**src/rtl/rom_byte_streamer.sv**
```systemverilog
// Walks a registered ROM from address 0 to DEPTH-1 and presents each byte on a
// valid/ready handshake. Each byte takes three cycles: address, ROM read, send.
module rom_byte_streamer #(
  parameter int DEPTH  = 10,
  parameter int ADDR_W = 4
) (
  input  logic              CLOCK,
  input  logic              RESET_N,
  input  logic              start,
  output logic [ADDR_W-1:0] rom_addr,
  input  logic [7:0]        rom_data,
  output logic [7:0]        tx_data,
  output logic              tx_valid,
  input  logic              tx_ready,
  output logic              busy,
  output logic              done
);

  typedef enum logic [1:0] {
    IDLE    = 2'd0,
    FETCH   = 2'd1,
    CAPTURE = 2'd2,
    SEND    = 2'd3
  } state_t;

  localparam logic [ADDR_W-1:0] LAST_ADDR = ADDR_W'(DEPTH - 1);

  state_t            state_reg,    state_next;
  logic [ADDR_W-1:0] rom_addr_reg, rom_addr_next;
  logic [7:0]        tx_data_reg,  tx_data_next;
  logic              tx_valid_reg, tx_valid_next;
  logic              done_reg,     done_next;

  always_ff @(posedge CLOCK or negedge RESET_N) begin
    if (!RESET_N) begin
      state_reg    <= IDLE;
      rom_addr_reg <= '0;
      tx_data_reg  <= 8'h00;
      tx_valid_reg <= 1'b0;
      done_reg     <= 1'b0;
    end else begin
      state_reg    <= state_next;
      rom_addr_reg <= rom_addr_next;
      tx_data_reg  <= tx_data_next;
      tx_valid_reg <= tx_valid_next;
      done_reg     <= done_next;
    end
  end

  always_comb begin
    state_next    = state_reg;
    rom_addr_next = rom_addr_reg;
    tx_data_next  = tx_data_reg;
    tx_valid_next = tx_valid_reg;
    done_next     = 1'b0;

    case (state_reg)
      IDLE: begin
        rom_addr_next = '0;
        tx_valid_next = 1'b0;
        if (start) begin
          state_next = FETCH;
        end
      end

      // The ROM samples rom_addr at the edge closing this state.
      FETCH: begin
        state_next = CAPTURE;
      end

      CAPTURE: begin
        tx_data_next  = rom_data;
        tx_valid_next = 1'b1;
        state_next    = SEND;
      end

      SEND: begin
        if (tx_valid_reg && tx_ready) begin
          tx_valid_next = 1'b0;
          if (rom_addr_reg == LAST_ADDR) begin
            rom_addr_next = '0;
            done_next     = 1'b1;
            state_next    = IDLE;
          end else begin
            rom_addr_next = rom_addr_reg + ADDR_W'(1);
            state_next    = FETCH;
          end
        end
      end

      default: begin
        state_next = IDLE;
      end
    endcase
  end

  assign rom_addr = rom_addr_reg;
  assign tx_data  = tx_data_reg;
  assign tx_valid = tx_valid_reg;
  assign done     = done_reg;
  assign busy     = (state_reg != IDLE);

endmodule

```
**config.mk**
```make
export PLATFORM = sky130hd
export DESIGN_NAME = rom_byte_streamer
export DESIGN_NICKNAME = d
export VERILOG_FILES = /design/src/rtl/rom_byte_streamer.sv
export SDC_FILE = /design/constraint.sdc
export NUM_CORES = 1
export LEC_CHECK = 0
export CAP_MARGIN = 20
export CORE_AREA = 2 2 53 43
export CTS_CLUSTER_DIAMETER = 120
export DETAILED_ROUTE_END_ITERATION = 10
export DIE_AREA = 0 0 55 45
export GPL_ROUTABILITY_DRIVEN = 0
export PLACE_DENSITY = 0.74
export SLEW_MARGIN = 25
export SYNTH_ARGS = -nofsm -noshare
export SYNTH_HDL_FRONTEND = slang
export SYNTH_SLANG_ARGS = --single-unit
```
**constraint.sdc**
```tcl
create_clock -name CLOCK -period 1.62 [get_ports CLOCK]
set_input_delay 0.162 -clock CLOCK [delete_from_list [all_inputs] [get_ports CLOCK]]
set_output_delay 0.162 -clock CLOCK [all_outputs]
set_load 0.005 [all_outputs]
```
==> impl_results.md <==
* Run status: finished clean
* Antenna violation net count after detailed routing at 0
* HPWL after DPL at approximately 1300 um
* Via-per-instance ratio at 5.10
* Final-report max-slew violation count at 0
* Tot GR Track Use at between 10% and 20%
* Combinational power share at 54.7%
* Category of cells accounting for the largest share of critical-path delay: buffers and inverters
* Height of the die at 45 um
* Depth of the worst register-to-register path at 5
* Largest fanout of any net on the critical path at 5
* Net count of the finished layout at between 100 and 150
* Final setup violation count at 0
* Global-route wire length before repair at 2680 um
* Fraction of power spent switching nets at 33.6%
* Highest ir drop seen on vdd at 1030 uV
* Die boundary width at 55 um
* TritonCTS clock tree: done
* Pin slew with the least headroom to its limit at between 300 and 400 ps
* Total number of H-tree levels at 1
* Port Buf Inserts at 26
* Critical path class: flop to output pin
* Worst Clk Skew at 2.11 ps
* Area enclosed by the die boundary at 2480 um^2
* Vias in the first global route at 603
* Final critical-path required period at between 1500 and 2000 ps
* Total clock buffers created by CTS at 3
* Final Hold Viols at 0
* Clk Latency, worst-skew pair at 280 ps
* Post-layout power at 2.00 mW
* Worst min path class: input pin to async pin
* Worst EP required at 1460 ps
* Crit path largest cell delay at roughly 510 ps
* Initial standard-cell utilization of the core at 42.3%
* Cell with the largest stage delay on the worst path: clkdlybuf4s50_1
* Routed vias at 653
* Setup Total Neg Slack at 0 ps
* Number of enable flip-flop cells after synthesis at 0
* Post-placement worst setup slack at 148 ps
* RSZ-0062 raised after global routing: no
* Cell area after synthesis at 815 um^2
* Total congestion overflow at 0
* Routed Wire Length at 1670 um
* Number of placement rows at 14
* Arrival @ worst endpoint at ~1400 ps
* Fillers at 172
* Proportion of synthesized chip area in sequential cells at 49.2%
* Yosys warning total at 0
* Synth area leaders: dfrtp_1 (49%), mux2_2 (11%), ha_1 (9.2%)
* Number of iterations in the first detailed-routing pass at 4
* Post-synthesis net count at 89
* Average cell area after synthesis at 11.5 um^2
* Power per cell area at 1730 nW/um^2
* Boundary pin count at 27
* Antenna violations before repair at 0
* Reg power frac at 35.4%
* Max-cap violation count at 0
* Yosys top cell area share at between 40 and 50%
* Prevailing post-synth register cell: dfrtp_1
* Post-synthesis cell type count at 28
* Fraction of final layout cells with drive strength greater than 1 at 19.2%
* Static power due to leakage at around 0.5 nW
* Ant diodes at 0
* Number of sinks handled by clock tree synthesis at 16
* Post-synth ARST share at 100%
* Core Region at 1930 um^2
* PnR worst setup slack at slightly above 100 ps
* Count of buffering cells on the critical path with inverters included at 2
* Final Hold Slack at 197 ps
* Largest net degree at the start of global routing at 17
* Crit path capture type: output pin
* Startpoint type of the worst setup path: flop
* Cell count after synthesis at 71
* Cell Chain, Critical Path: buf_4, clkdlybuf4s50_1
* Hold-fix buffers, CTS at 0
* Final worst-path cycle share at 93.7%
* Average detailed-routed wire length per instance at 13.0 um
* First DRT Iteration DRCs at 12
* Clock tree root driver cell: clkbuf_4
* Maximum clock frequency at 0.659 GHz
* CTS Buffer Depth at 2
* Cell type with the largest total area after synthesis: dfrtp_1
* Internal power at 1.33 mW
* Clock power frac at 9.9%
* Area growth from synthesis to layout at 42.2%
* Total DRC errors in the routed layout at 0
* Rel. slew slack at 74.8%
* Clock slew at reported path FFs at 80 ps
* P_sw at 0.671 mW
* Instance count on the critical path at 2
* Max reg flops at 8
* Synthesis-stage register bit count at 16
[power by group through the flow]
stage          clock network (mW)  registers [mW]  logic (mW)
2_1_floorplan                   0           0.730       0.543
3_3_place_gp                    0           0.726        1.04
3_5_place_dp                    0           0.734        1.05
4_1_cts                     0.208           0.708        1.10
5_1_grt                     0.230           0.731        1.21
6_report                    0.198           0.708        1.09
[cells by family (layout without fill, tap and decap cells)]
family / Yosys count / after routing / share of synthesized area (%)
AOI/OAI and AO/OA: 13 / 13 / 11.4
and+or+nand+nor: 18 / 18 / 12.3
buffers and inverters: 8 / 41 / 4.30
adders and majority gates: 6 / 6 / 9.22
muxes: 10 / 10 / 13.7
DFF: 16 / 16 / 49.2
[cell usage after synthesis (2+ instances only)]
cell type / count
ha_1: 6
a21oi_1: 2
nand2b_1: 2
o21ai_0: 2
inv_1: 6
nand3_1: 5
mux2_2: 8
nor2_1: 4
a21o_1: 2
dfrtp_1: 16
[per-layer routing]
layer | part of all wire [%] | vias to the layer above | wire (um) | global-route usage, %
met1 | 47 | 319 | 779 | 20.6
li1 | - | 318 | - | -
met4 | 1.6 | 0 | 27 | 7.32
met2 | 47 | 14 | 789 | 23.3
met5 | 0 | - | 0 | 0
met3 | 4.2 | 2 | 70 | 5.96
[cell usage in the layout, fill, tap and decap left out, drive strengths merged, types with 2 or more instances in the layout]
master	Yosys	routed
nand3	5	5
nor2	4	4
ha	6	6
buf	2	6
nand2b	2	2
nand2	2	2
clkbuf	0	3
o21ai	3	3
mux2	9	9
a21oi	2	2
dfrtp	16	16
inv	6	6
clkdlybuf4s50	0	25
a21o	2	2
[per-stage QoR]
step                cell area (um^2)  instances  util [%]
floorplan                        815         71         -
global placement                1120        123      58.2
detailed placement              1120        123      58.2
CTS                             1160        128      60.1
global route                    1160        128      60.1
finish                          1160        128      60.1
[final timing paths]
| kind | start | end | slack [ps] |
|---|---|---|---|
| min | RESET_N | rom_addr[2] | 200 |
| max | rom_addr[0] | rom_addr[0] | 100 |
| min reg2reg | tx_data[2] | tx_data[2] | 510 |
| min in group CLOCK | rom_data[2] | tx_data[2] | 490 |
| max in group asynchronous | RESET_N | tx_data[2] | 1250 |
| max reg2reg | state_reg[0] | state_reg[1] | 110 |
[layout make-up]
| cell class | instances | area, um^2 | share of cell area [%] |
|---|---|---|---|
| flip-flops and latches | 16 | 400 | 34.6 |
| multi-input cells | 47 | 379 | 32.7 |
| well taps | 24 | 30.0 | 2.59 |
| inverters | 6 | 22.5 | 1.94 |
| clock buffers | 3 | 22.5 | 1.94 |
| repair buffers | 32 | 304 | 26.2 |
[timing repair]
action	CTS	global route
gates resized for setup	1	0
setup endpoints to repair	1	0
buffers inserted	2	0
(Power assumes the default switching activity.)
